$ cat src/rtl/pd_buffer_ctrl.sv
// Write/read sequencer for the packet identifier's circular receive buffer.
// Turns PIPE write strobes into byte-granular write addresses, tracks the
// read head and fill level, holds the active PCIe generation (changing it
// only after the buffer drains) and flushes everything when the link drops.
module pd_buffer_ctrl #(
  parameter int GEN1_PIPEWIDTH = 8,
  parameter int GEN2_PIPEWIDTH = 16,
  parameter int GEN3_PIPEWIDTH = 32,
  parameter int GEN4_PIPEWIDTH = 8,
  parameter int GEN5_PIPEWIDTH = 8,
  parameter int DEPTH          = 64,
  localparam int AW            = $clog2(DEPTH),
  localparam int CW            = AW + 1
) (
  input  logic          clk,
  input  logic          rst,
  input  logic          linkup,
  input  logic [2:0]    gen,
  input  logic          valid_pd,
  input  logic          rd_en,
  input  logic [2:0]    rd_bytes,
  output logic          wr_en,
  output logic [AW-1:0] wr_addr,
  output logic [2:0]    wr_bytes,
  output logic [AW-1:0] rd_addr,
  output logic [CW-1:0] count,
  output logic          empty,
  output logic          full,
  output logic [2:0]    gen_active,
  output logic          gen_busy,
  output logic          overflow,
  output logic          underflow
);

  typedef enum logic [1:0] {
    LINK_DOWN = 2'd0,
    ACTIVE    = 2'd1,
    DRAIN     = 2'd2,
    FLUSH     = 2'd3
  } state_t;

  state_t        state, state_next;
  logic [2:0]    gen_next;
  logic [AW-1:0] wr_ptr, rd_ptr;
  logic [2:0]    w;           // bytes per PIPE beat for the latched generation
  logic [2:0]    r;           // bytes popped this cycle
  logic          rd_window, rd_valid, rd_accept;
  logic          wr_req, space_ok;
  logic [CW:0]   fill_after;  // one spare bit so a 64+4 sum cannot wrap
  logic [CW-1:0] count_next;

  // Beat width in bytes for the latched generation; unknown codes accept nothing.
  always_comb begin
    // NOTE: every signal written in an always_comb gets a default first so no
    // path leaves it unassigned, which would infer a latch.
    w = 3'd0;
    case (gen_active)
      3'd0:    w = 3'(GEN1_PIPEWIDTH / 8);
      3'd1:    w = 3'(GEN2_PIPEWIDTH / 8);
      3'd2:    w = 3'(GEN3_PIPEWIDTH / 8);
      3'd3:    w = 3'(GEN4_PIPEWIDTH / 8);
      3'd4:    w = 3'(GEN5_PIPEWIDTH / 8);
      default: w = 3'd0;
    endcase
  end

  // Read/write acceptance for the current cycle, decided before the edge.
  always_comb begin
    // A link drop in the same cycle takes precedence, so no pop is taken then.
    rd_window  = ((state == ACTIVE) || (state == DRAIN)) && linkup;
    rd_valid   = rd_en && (rd_bytes inside {[3'd1:3'd4]});
    rd_accept  = rd_window && rd_valid && ({{(CW-3){1'b0}}, rd_bytes} <= count);
    underflow  = rd_window && rd_valid && ({{(CW-3){1'b0}}, rd_bytes} > count);
    r          = rd_accept ? rd_bytes : 3'd0;

    // Space check credits the bytes a simultaneous pop frees up.
    fill_after = {1'b0, count} - (CW+1)'(r) + (CW+1)'(w);
    space_ok   = fill_after <= (CW+1)'(DEPTH);
    wr_req     = (state == ACTIVE) && valid_pd && linkup && (w != 3'd0);
    wr_en      = wr_req && space_ok;
    overflow   = wr_req && !space_ok;

    count_next = count - CW'(r) + (wr_en ? CW'(w) : '0);
  end

  // Next-state logic: gen changes wait for an empty buffer, link loss flushes.
  always_comb begin
    state_next = state;
    gen_next   = gen_active;
    case (state)
      LINK_DOWN: begin
        if (linkup) begin
          state_next = ACTIVE;
          gen_next   = gen;
        end
      end
      ACTIVE: begin
        if (!linkup)                 state_next = FLUSH;
        else if (gen != gen_active)  state_next = DRAIN;
      end
      DRAIN: begin
        if (!linkup) begin
          state_next = FLUSH;
        end else if (gen == gen_active) begin
          state_next = ACTIVE;
        end else if (count_next == '0) begin
          state_next = ACTIVE;
          gen_next   = gen;
        end
      end
      FLUSH:   state_next = LINK_DOWN;
      default: state_next = LINK_DOWN;
    endcase
  end

  // State, generation and pointer registers; entering or sitting in FLUSH clears the buffer.
  always_ff @(posedge clk) begin
    // NOTE: sequential state uses non-blocking assignments so every register
    // samples pre-edge values regardless of statement order.
    if (rst) begin
      state      <= LINK_DOWN;
      gen_active <= 3'd0;
      wr_ptr     <= '0;
      rd_ptr     <= '0;
      count      <= '0;
    end else begin
      state      <= state_next;
      gen_active <= gen_next;
      if ((state_next == FLUSH) || (state == FLUSH)) begin
        wr_ptr <= '0;
        rd_ptr <= '0;
        count  <= '0;
      end else begin
        wr_ptr <= wr_ptr + (wr_en ? AW'(w) : '0);
        rd_ptr <= rd_ptr + AW'(r);
        count  <= count_next;
      end
    end
  end

  assign wr_addr  = wr_ptr;
  assign wr_bytes = w;
  assign rd_addr  = rd_ptr;
  assign empty    = (count == '0);
  assign full     = {1'b0, count} > ((CW+1)'(DEPTH) - (CW+1)'(w));
  assign gen_busy = (state == DRAIN);

endmodule

$ cat config.mk
export PLATFORM = sky130hd
export DESIGN_NAME = pd_buffer_ctrl
export DESIGN_NICKNAME = d
export VERILOG_FILES = /design/src/rtl/pd_buffer_ctrl.sv
export SDC_FILE = /design/constraint.sdc
export NUM_CORES = 1
export LEC_CHECK = 0
export ABC_CLOCK_PERIOD_IN_PS = 10100
export CORE_MARGIN = 2
export CORE_UTILIZATION = 45
export DETAILED_ROUTE_END_ITERATION = 6
export PLACE_DENSITY = 0.67
export SETUP_SLACK_MARGIN = 0.15
export SYNTH_ARGS = -nofsm -noshare
export SYNTH_HDL_FRONTEND = slang
export SYNTH_SLANG_ARGS = --single-unit
export TNS_END_PERCENT = 10
$ cat constraint.sdc
create_clock -name clk -period 10.1 [get_ports clk]
set_input_delay 1.01 -clock clk [delete_from_list [all_inputs] [get_ports clk]]
set_output_delay 1.01 -clock clk [all_outputs]
set_load 0.01 [all_outputs]
==> reports/qor.txt, run 1 <==
status = complete, no violations
Worst Setup EP = count[5]$_SDFF_PP0_
Achievable Freq = 124 MHz
Gate power share = 70.9%
reg2reg start = count[1]$_SDFF_PP0_
worst hold path type = register to register
syn avg cell area = 8.40 µm²
final setup TNS = 0 ps
Final min period = 8080 ps
RSZ-0062 raised after global routing = no
GPL Wtd Cong = 0.835
Die W = 78.7 µm
Syn-to-layout area delta = 20.7%
Req. time, crit path = 10,260 ps
gr usage total = 19.6%
worst path buffer plus inverter count = 4
first-pass GRT wire length = 9.76 mm
CP peak stage delay = 580 ps
sequential power share = 17.6%
fin crit share = 80.0%
post-CTS setup buffers = 0
clk slew on worst S/H paths = 90 ps
Seq/Total Area, Yosys = 19.1%
critical path class = input port to register
reg2reg end = count[5]$_SDFF_PP0_
Sw Ratio = 47.1%
htree depth = 1
Layout Cells excl Fill = 406
drt initial violations = 136
CP Launch Type = input port
Reg2Reg Depth = 25
Diodes inserted = 0
Worst path depth = 26
pwr dens = 244 mW/mm²
PostCTS Resize Cnt = 0
pre-CTS WS = 1790 ps
Nets = 391
Die Ht = 78.7 µm
gr ovfl total = 0
CTS tree = yes
Syn Std Cell Area = 0.00251 mm²
Starting Density = 46.2%
R2R Setup Slk = 2640 ps
DRC violations left = 0
clock tree root buffer cell = clkbuf_8
Syn. warnings = 0
PortBufs = 41
largest net degree at the start of global routing = 21
Core ar. = 0.00544 mm²
Syn Nets = 355
Post-Route WL = 5.78 mm
die area = 0.00620 mm²
Hold Violations, Final = 0
final core occ = 55.7%
Worst Setup SP = rd_bytes[0]
asr flop ratio synth = 0%
hpwl dp = 4.74 mm
routed via count = 2,195
layout cell share with drive strength beyond 1 = 5.69%
Int Pwr = 0.000390 W
Clock Skews = 9.34 ps
crit path max fanout = 20
DRT antenna net count = 0
routed vias/inst = 5.41
CTS buffer count = 3
final worst slack = 2020 ps
initial antenna violation count = 0
worst slew pin tran = 850 ps
slowest CP cell = fa_1
Slew Limit Fails = 0
slew margin rel. = 43.2%
Max IR drop VDD = 0.105 mV
post-DR wirelength/cell = 14.2 µm
Worst-Skew Late Latency = 270 ps
CP delay by family, top = compound AO/OA/AOI/OAI gates
I/O pins = 42
final setup violation count = 0
number of global-route vias before repair = 2,123
max-cap violations = 0
Netlist cell types = 50
top_reg_cell synth = dfxtp_1
cell count after synthesis = 299
1st-pass router iterations = 4
CP arrival = 8240 ps
CP Capture Type = register
clock share of power = 11.5%
Yosys reg bits = 24
Fill cells = 520
Hold Buf Count CTS = 0
Sw Pwr = 0.000348 W
Post-synth EDFFs = 0
Site Rows = 27
dpl cells = 402
Leak = 1.33 nW
clk buf depth = 2
clock sink count = 24
-- logic make-up after synthesis --
group,synth area share (%)
mux,1.20
buf+inv,7.97
xor+xnor,6.27
compound gates,20.4
fa+ha+maj,24.8
simple gates,20.2
flops,19.1
-- power groups by stage --
stage	sequential (W)	clock [W]	combinational, W
2_1_floorplan	0.000130	0	0.000400
3_3_place_gp	0.000132	0	0.000512
3_5_place_dp	0.000133	0	0.000518
4_1_cts	0.000130	0.0000871	0.000522
5_1_grt	0.000132	0.0000898	0.000588
6_report	0.000130	0.0000849	0.000523
-- layer usage --
| layer | global-route usage [%] | share of wire, % | wire, µm |
|---|---|---|---|
| met5 | 0 | 0 | 0 |
| met4 | 5.79 | 1.8 | 102 |
| met3 | 2.39 | 4.7 | 274 |
| met2 | 32.9 | 46 | 2650 |
| met1 | 26.5 | 48 | 2750 |
-- worst min-delay path by stage --
| stage | startpoint | endpoint | slack (ps) | cells after the start |
|---|---|---|---|---|
| after floorplan | gen_active[2]$_SDFFE_PP0P_ | gen_active[2]$_SDFFE_PP0P_ | 570 | 2 |
| after global placement | wr_addr[5]$_SDFF_PP0_ | wr_addr[5]$_SDFF_PP0_ | 530 | 3 |
| after detailed placement | wr_addr[5]$_SDFF_PP0_ | wr_addr[5]$_SDFF_PP0_ | 530 | 3 |
| after CTS | wr_addr[5]$_SDFF_PP0_ | wr_addr[5]$_SDFF_PP0_ | 550 | 3 |
| after global routing | wr_addr[5]$_SDFF_PP0_ | wr_addr[5]$_SDFF_PP0_ | 570 | 3 |
| final | wr_addr[5]$_SDFF_PP0_ | wr_addr[5]$_SDFF_PP0_ | 540 | 3 |
-- cells in the mapped netlist (4+ instances only) --
library cell	n	share of area (%)
ha_1	37	18
inv_1	34	5.1
dfxtp_1	24	19
a21oi_1	22	4.4
nand2_1	19	2.8
nor2_1	14	2.1
xnor2_1	12	4.2
nand3_1	9	1.8
fa_1	8	6.4
nand2b_1	8	2.0
clkbuf_1	7	1.0
nor2b_1	7	1.7
nor3_1	7	1.4
o21ai_0	7	1.4
a21o_1	6	1.8
xor2_1	6	2.1
a2111oi_2	5	3.0
a211oi_1	4	1.2
and2_1	4	1.0
and3_1	4	1.0
nand4_1	4	1.0
o21a_1	4	1.2
-- sequential cells by signal, summed over array words and instances, names as in the netlist --
| name | cells |
|---|---|
| count | 7 |
| rd_addr | 6 |
| wr_addr | 6 |
| gen_active | 3 |
| state | 2 |
-- cells in the final DEF, fill, tap and decap left out, types with 4 or more instances in the layout --
cell,count
clkdlybuf4s50_1,41
ha_1,37
inv_1,34
dfxtp_1,24
a21oi_1,22
nand2_1,19
nor2_1,14
xnor2_1,12
nand3_1,9
nand2b_1,8
fa_1,8
o21ai_0,7
nor3_1,7
nor2b_1,7
a21o_1,6
xor2_1,6
a2111oi_2,5
a211oi_1,4
nand4_1,4
and3_1,4
and2_1,4
o21a_1,4
-- final cells by class --
cell class	instances	area [µm²]	share of cell area [%]
repair buffers	43	425	14.0
multi-input cells	229	1840	60.6
clock buffers	3	41.3	1.36
well taps	72	90.1	2.97
clock inverters	1	30.0	0.991
flip-flops and latches	24	480	15.8
inverters	34	128	4.21
-- worst register-to-register path, cell delays in order, from the launching register on --
cell and delay (ps):
dfxtp_1 460, inv_1 170, ha_1 330, nand3_1 110, o211ai_1 310, a21oi_1 110, nor2_1 170, and2_1 230
fa_1 430, inv_1 110, ha_1 250, a211oi_1 360, o21bai_1 120, a2111o_1 420, and3_1 190, a211oi_2 430
nand3_1 170, fa_1 580, inv_1 60, ha_1 270, a211oi_1 90, or2_2 320, o311ai_0 390, nand4_1 240
a41o_1 570, a2111oi_0 450
-- per-stage QoR --
stage / hold WS [ps] / total power, W / cell area (µm²)
after CTS: 552 / 0.000739 / 3030
after floorplan: 565 / 0.000530 / 2510
after global routing: 574 / 0.000810 / 3030
after detailed placement: 533 / 0.000651 / 2960
final: 543 / 0.000738 / 3030
after global placement: 534 / 0.000645 / 2960
(Power assumes the default switching activity.)
==> inputs of run 2 (changes only) <==
Settings changed: ABC_CLOCK_PERIOD_IN_PS 10100 to 7000, PLACE_DENSITY 0.67 to 0.7.
Clock period 10.1 ns to 7 ns, I/O delays scaled along.
==> reports/qor.txt, run 2 (synthesis gave the netlist of run 1 again) <==
layout cell share with drive strength beyond 1 = 22.4%
gr usage total = 21.6%
Hold Buf Count CTS = 0
final core occ = 65.7%
DRT antenna net count = 0
routed via count = 2,404
CP peak stage delay = 480 ps
CP dominant cell by count = inv_1
post-DR wirelength/cell = 15.8 µm
Diodes inserted = 0
Clock Skews = 13.5 ps
CP arrival = 6650 ps
clock tree root buffer cell = clkbuf_8
most frequent cells in the layout = buf_4 (45), clkdlybuf4s50_1 (38), inv_1 (33), ha_1 (32), dfxtp_1 (24)
Achievable Freq = 153 MHz
slowest CP cell = fa_1
Slew Limit Fails = 0
DRC violations left = 0
htree depth = 1
Hold Violations, Final = 0
Site Rows = 27
final worst slack = 483 ps
worst hold path type = register to register
pre-CTS WS = -649 ps
CTS buffer count = 3
die area = 0.00620 mm²
clk slew on worst S/H paths = 100 ps
CP Capture Type = register
drt initial violations = 109
Layout Cells excl Fill = 452
Core ar. = 0.00544 mm²
commonest non-fill, non-tap cell in the layout = buf_4
status = complete, no violations
routed vias/inst = 5.32
dpl cells = 441
RSZ-0062 raised after global routing = no
Leak = 1.61 nW
Post-Route WL = 7.13 mm
gr ovfl total = 0
worst slew pin tran = 871 ps
clock sink count = 24
PortBufs = 41
hpwl dp = 5.22 mm
number of global-route vias before repair = 2,271
I/O pins = 42
initial antenna violation count = 0
Req. time, crit path = 7140 ps
fin crit share = 93.1%
CTS tree = yes
Max IR drop VDD = 0.215 mV
pwr dens = 401 mW/mm²
GPL Wtd Cong = 0.922
slew margin rel. = 41.7%
Hold Slack = 552 ps
largest net degree at the start of global routing = 16
crit path max fanout = 8
critical path class = input port to register
Die W = 78.7 µm
final setup violation count = 0
clk buf depth = 2
Die Ht = 78.7 µm
Final min period = 6520 ps
Nets = 437
Worst-Skew Late Latency = 270 ps
max-cap violations = 0
Syn-to-layout area delta = 42.2%
max reg flops = 7
first-pass GRT wire length = 10.9 mm
CP Launch Type = input port
total power = 0.00143 W
Most flops, register = count
Starting Density = 46.2%
1st-pass router iterations = 4
run 2: cell types whose count changed in the layout (fill, tap and decap cells not counted), sizes merged:
cell | previous run | this run
buf | 2 | 48
clkdlybuf4s50 | 41 | 38
dlymetal6s2s | 0 | 3
run 2: critical path: cells and delay by family:
kind            cells  cell delay [ps]
fa+ha+maj           6             1920
simple gates        7              950
compound gates     10             2300
buf+inv             7              760
run 2: worst paths after layout:
path / slack (ps) / end / depth (start not counted) / from
hold reg to reg: 550 / wr_addr[5]$_SDFF_PP0_ / 3 / wr_addr[5]$_SDFF_PP0_
setup / recovery: 480 / rd_addr[1]$_SDFF_PP0_ / 30 / rd_bytes[0]
hold / removal: 550 / wr_addr[5]$_SDFF_PP0_ / 3 / wr_addr[5]$_SDFF_PP0_
setup reg to reg: 570 / rd_addr[1]$_SDFF_PP0_ / 29 / count[4]$_SDFF_PP0_
run 2: area by class of cell:
class	count	area, µm²
multi-input combinational	229	2010
tap	72	90.1
clock inverter	1	30.0
inverter	34	128
timing repair buffer	89	790
fill	455	1870
sequential	24	480
clock buffer	3	41.3
run 2: power breakdown:
group / total (W) / internal [W] / switching, W
Clock: 0.000125 / 0.0000765 / 0.0000489
Sequential: 0.000186 / 0.000158 / 0.0000279
Combinational: 0.00112 / 0.000557 / 0.000566
Total: 0.00143 / 0.000791 / 0.000642
run 2: timing repair:
| action | CTS | global route |
|---|---|---|
| setup endpoints to repair | 24 | 24 |
| cloned | 1 | 0 |
| pin swaps | 4 | 22 |
| resized for setup | 10 | 25 |
| buffers inserted | 3 | 3 |
run 2: metrics by stage:
step / area, µm² / setup TNS, ps
detailed placement: 3250 / -13480
global route: 3570 / 0
global placement: 3250 / -7450
CTS: 3390 / 0
finish: 3570 / 0
floorplan: 2510 / 0
run 2: metal layers:
metal	up-vias	GRT usage [%]	share of wire, %
li1	1212	-	-
met1	1113	29.7	46
met2	71	37.9	50
met3	8	2.16	3.7
met4	0	2.11	0.87
met5	-	0	0
==> inputs of run 3 (changes only) <==
==> constraint.sdc (replaced) <==
create_clock -name clk -period 7 [get_ports clk]
set_input_delay 1.75 -clock clk [delete_from_list [all_inputs] [get_ports clk]]
set_output_delay 1.75 -clock clk [all_outputs]
set_load 0.01 [all_outputs]
==> reports/qor.txt, run 3 (synthesis gave the netlist of run 1 again) <==
CTS buffer count = 3
Req. time, crit path = 7140 ps
layout cell share with drive strength beyond 1 = 31.3%
CP dominant cell by count = inv_2
most frequent cells in the layout = buf_4 (51), clkdlybuf4s50_1 (36), ha_1 (31), inv_1 (30), dfxtp_1 (24)
Hold Violations, Final = 0
Final min period = 7310 ps
gr ovfl total = 0
first-pass GRT wire length = 12.0 mm
final setup violation count = 24
Area after DPL = 0.00336 mm²
Int Pwr = 0.000868 W
CP peak stage delay = 540 ps
clock sink count = 24
Starting Density = 46.2%
worst hold path type = register to register
Syn-to-layout area delta = 50.1%
slew margin rel. = 27.3%
Fill cells = 439
Sw Pwr = 0.000679 W
sequential power share = 12.5%
routed via count = 2,497
number of global-route vias before repair = 2,426
DRT antenna net count = 0
hpwl dp = 5.38 mm
max-cap violations = 0
clock tree root buffer cell = clkbuf_8
Achievable Freq = 137 MHz
pwr dens = 410 mW/mm²
routed vias/inst = 5.40
drt initial violations = 162
initial antenna violation count = 0
htree depth = 1
Leak = 1.66 nW
worst slew pin tran = 1080 ps
Site Rows = 27
Post-Route WL = 7.46 mm
Die Ht = 78.7 µm
CP Launch Type = input port
clk slew on worst S/H paths = 90 ps
Most flops, register = count
Nets = 447
status = finished with violations
slowest CP cell = fa_1
max reg flops = 7
CTS tree = yes
I/O pins = 42
CP Capture Type = register
die area = 0.00620 mm²
fin area = 0.00377 mm²
post-DR wirelength/cell = 16.1 µm
clock share of power = 8.0%
Diodes inserted = 0
critical path class = input port to register
Sw Ratio = 43.9%
Worst-Skew Late Latency = 270 ps
largest net degree at the start of global routing = 16
Core ar. = 0.00544 mm²
DRC violations left = 0
Max IR drop VDD = 0.213 mV
1st-pass router iterations = 4
failing checks = setup timing
clk buf depth = 2
gr usage total = 24.9%
Slew Limit Fails = 0
final worst slack = -307 ps
Die W = 78.7 µm
crit path max fanout = 7
fin crit share = 104%
PortBufs = 41
Clock Skews = 4.47 ps
Gate power share = 79.5%
GPL Wtd Cong = 0.828
CP arrival = 7440 ps
RSZ-0062 raised after global routing = yes
Hold Slack = 563 ps
commonest non-fill, non-tap cell in the layout = buf_4
## run 3: final timing paths
kind         cells past startpoint                     to                   from  slack (ps)
max                             31    count[2]$_SDFF_PP0_            rd_bytes[1]        -310
min                              3  rd_addr[5]$_SDFF_PP0_  rd_addr[5]$_SDFF_PP0_         560
max reg2reg                     31    count[2]$_SDFF_PP0_    count[1]$_SDFF_PP0_         570
min reg2reg                      3  rd_addr[5]$_SDFF_PP0_  rd_addr[5]$_SDFF_PP0_         560
## run 3: routing by layer
metal  routed length [µm]  global-route usage, %  up-vias  part of all wire (%)
li1                     -                      -     1235                     -
met1                 3400                   33.8     1179                    46
met2                 3640                   42.1       68                    49
met3                  276                   2.16       15                   3.7
met4                  139                   7.02        0                   1.9
met5                    0                      0        -                     0
## run 3: power by group through the flow
stage                     logic (W)  clock network (W)  registers [W]
after detailed placement    0.00103                  0       0.000194
after global placement      0.00101                  0       0.000194
after CTS                   0.00115           0.000127       0.000191
after floorplan            0.000671                  0       0.000189
final                       0.00123           0.000123       0.000194
after global routing        0.00133           0.000133       0.000196
## run 3: critical path, delay by kind of cell
kind                     cells  cell delay [ps]
buffers and inverters        8              950
XOR/XNOR                     1              130
AND/OR/NAND/NOR              7              920
AO/OA/AOI/OAI                9             1720
adder cells (fa/ha/maj)      6             1980
## run 3: metrics by stage
step / worst slack, ps / total power, W / util, % / TNS, ps / cells
after global placement: -922 / 0.00120 / 61.8 / -21740 / 432
after floorplan: -31.1 / 0.000860 / - / -311 / 299
final: -307 / 0.00155 / 69.3 / -5760 / 462
after global routing: -540 / 0.00166 / 69.3 / -11210 / 462
after CTS: -342 / 0.00147 / 66.9 / -6530 / 454
after detailed placement: -1050 / 0.00122 / 61.8 / -24700 / 432
## run 3: cell type report
cell class | instances | area, µm² | area share [%]
multi-input combinational | 229 | 2110 | 55.9
timing repair buffer | 99 | 891 | 23.6
sequential | 24 | 480 | 12.7
inverter | 34 | 130 | 3.45
tap | 72 | 90.1 | 2.39
clock buffer | 3 | 41.3 | 1.09
clock inverter | 1 | 30.0 | 0.796
## run 3: what timing repair did
item,in CTS,in global routing
resized for setup,40,17
endpoints found under the setup margin,26,26
cloned,0,0
buffers inserted,18,8
hold buffers,0,0
pin swaps,27,28
hold endpoints to repair,0,0
==> RTL change (settings of run 3) <==
`DEPTH`: 64 -> 128.
--- a/src/rtl/pd_buffer_ctrl.sv
+++ b/src/rtl/pd_buffer_ctrl.sv
@@ -9,5 +9,5 @@
   parameter int GEN4_PIPEWIDTH = 8,
   parameter int GEN5_PIPEWIDTH = 8,
-  parameter int DEPTH          = 64,
+  parameter int DEPTH          = 128,
   localparam int AW            = $clog2(DEPTH),
   localparam int CW            = AW + 1
Interface: changed (resized count, rd_addr and wr_addr); port bits go from 42 to 45. The function was not compared with the original's and may differ.
==> RTL change against run 3 <==
Critical endpoint is now rd_addr[4]$_SDFF_PP0_. The flow still finishes with violations (setup timing). Worst setup slack worse by 0.19 ns. Area after synthesis increased by 7.2%. Register-to-register slack worse by 0.05 ns. Critical path type unchanged. Final area is 4.3% higher. Largest cell class unchanged. Wire length is 1.3% lower. Critical path depth did not move. Sequential cell count is 3 higher. Power is 3.2% higher. First-iteration DRC count is 4.9% lower.
==> RTL change: results (changes against run 3) <==
| Metric | Value |
|---|---|
| LEAKAGE | 1.65 nW (-0.69%) |
| Worst Min Path Start | rd_addr[6]$_SDFF_PP0_ |
| Failing checks | setup timing |
| Vias per cell | 5.41 (+0.14%) |
| First-pass GRT wire length | 12.0 mm (-0.46%) |
| Worst ir drop on vdd | 0.000271 V (+28%) |
| Hold endpoint | rd_addr[6]$_SDFF_PP0_ |
| Crit-path max FO | 5 (-2) |
| Layout cells sized above 1 | 0.322 (+0.00879) |
| Mean Syn Cell Area | 8.74 µm² (+4.0%) |
| Vias in the first global route | 2512 (+3.5%) |
| Relative slew slack | 0.326 (+0.0523) |
| Register-to-register setup slack | 0.52 ns (-0.05 ns) |
| Number of flip-flops in the largest register | 8 (+1) |
| Yosys cell types | 51 (+2.0%) |
| Crit path DAT | 7.64 ns (+0.20 ns) |
| Run status | finished, violations left |
| Avg WL per Cell | 15.6 µm (-3.6%) |
| Placed insts | 455 (+5.3%) |
| Largest net degree at the start of global routing | 21 (+5) |
| Endpoints failing setup | 26 (+8.3%) |
| IO Port Bufs | 44 (+7.3%) |
| Final setup skew | 0.00871 ns (+0.00425 ns) |
| Worst slack at placement | -0.987 ns (+0.0593 ns) |
| GPL Wtd Cong | 0.925 (+12%) |
| Hold path depth | 2 (-1) |
| Worst R2R End | rd_addr[4]$_SDFF_PP0_ |
| Post-synth top cells | 38 x ha_1, 36 x inv_1, 27 x dfxtp_1 |
| FF-to-FF path depth | 30 (-3.2%) |
| Iter 0 DRT Violations | 154 (-4.9%) |
| Ranking of synthesized cells by area | dfxtp_1 20%, ha_1 18%, fa_1 5.9% |
| DP HPWL | 5.38 mm (about the same) |
| Worst setup margin | -0.499 ns (-0.191 ns) |
| GR Util All Layers | 0.233 (-0.0152) |
## RTL change: changes by cell type after synthesis, moves of 5 or more
cell       change
a2111oi_2      -5
a21oi_1        -6
nor2_2         +9
nor4_2        +12
o21ai_0        +6
xor2_1         +5
## RTL change: stage by stage
stage                     hold WS, ns  area (µm²)  TNS, ns
after global routing            0.652        3930   -18.18
after detailed placement        0.552        3550   -26.03
after global placement          0.559        3550   -21.56
final                           0.603        3930   -10.18
after CTS                       0.603        3810    -6.13
after floorplan                 0.573        2790    -1.03
## RTL change: worst max path at each step
stage	end	slack (ns)	cells after the start
after floorplan	rd_addr[3]$_SDFF_PP0_	-0.06	27
after global placement	wr_addr[6]$_SDFF_PP0_	-0.82	28
after detailed placement	wr_addr[6]$_SDFF_PP0_	-0.99	28
after CTS	rd_addr[4]$_SDFF_PP0_	-0.33	31
after global routing	rd_addr[1]$_SDFF_PP0_	-0.78	31
final	rd_addr[4]$_SDFF_PP0_	-0.50	31
## RTL change: power breakdown
| part | switching [mW] | total (mW) | internal, mW |
|---|---|---|---|
| logic | 0.649 | 1.29 | 0.638 |
| registers | 0.0352 | 0.214 | 0.179 |
| clock network | 0.0540 | 0.0959 | 0.0419 |
## RTL change: logic make-up after synthesis
family | Yosys count | synth area share
simple gates | 103 | 0.239
compound gates | 63 | 0.170
fa+ha+maj | 46 | 0.236
buf+inv | 45 | 0.0743
flops | 27 | 0.201
xor+xnor | 21 | 0.0683
mux | 3 | 0.0112
## RTL change: repair_timing
item | CTS | global route
pin swaps | 31 | 21
setup buffers | 8 | 4
resized for setup | 34 | 18
setup endpoints to repair | 29 | 29
cloned | 2 | 0
## RTL change: per-layer routing
metal,GRT usage,up-vias,part of all wire
met3,0.0267,18,0.033
met5,0,-,0
met1,0.313,1215,0.45
met4,0.0763,0,0.025
li1,-,1262,-
met2,0.389,65,0.49
## RTL change: area by class of cell
| class | instances | area, µm² |
|---|---|---|
| Fill cell | 447 | 1920 |
| Tap cell | 75 | 93.8 |
| Timing Repair Buffer | 95 | 901 |
| Clock buffer | 3 | 41.3 |
| Multi-Input combinational cell | 236 | 2210 |
| Inverter | 36 | 135 |
| Sequential cell | 27 | 541 |
| Clock inverter | 1 | 8.76 |
## RTL change: worst max-delay path, delay by kind of cell
| kind | cells | cell delay (ns) |
|---|---|---|
| AND/OR/NAND/NOR | 9 | 1.24 |
| AO/OA/AOI/OAI | 9 | 1.97 |
| adder cells (fa/ha/maj) | 5 | 1.76 |
| buffers and inverters | 8 | 0.91 |
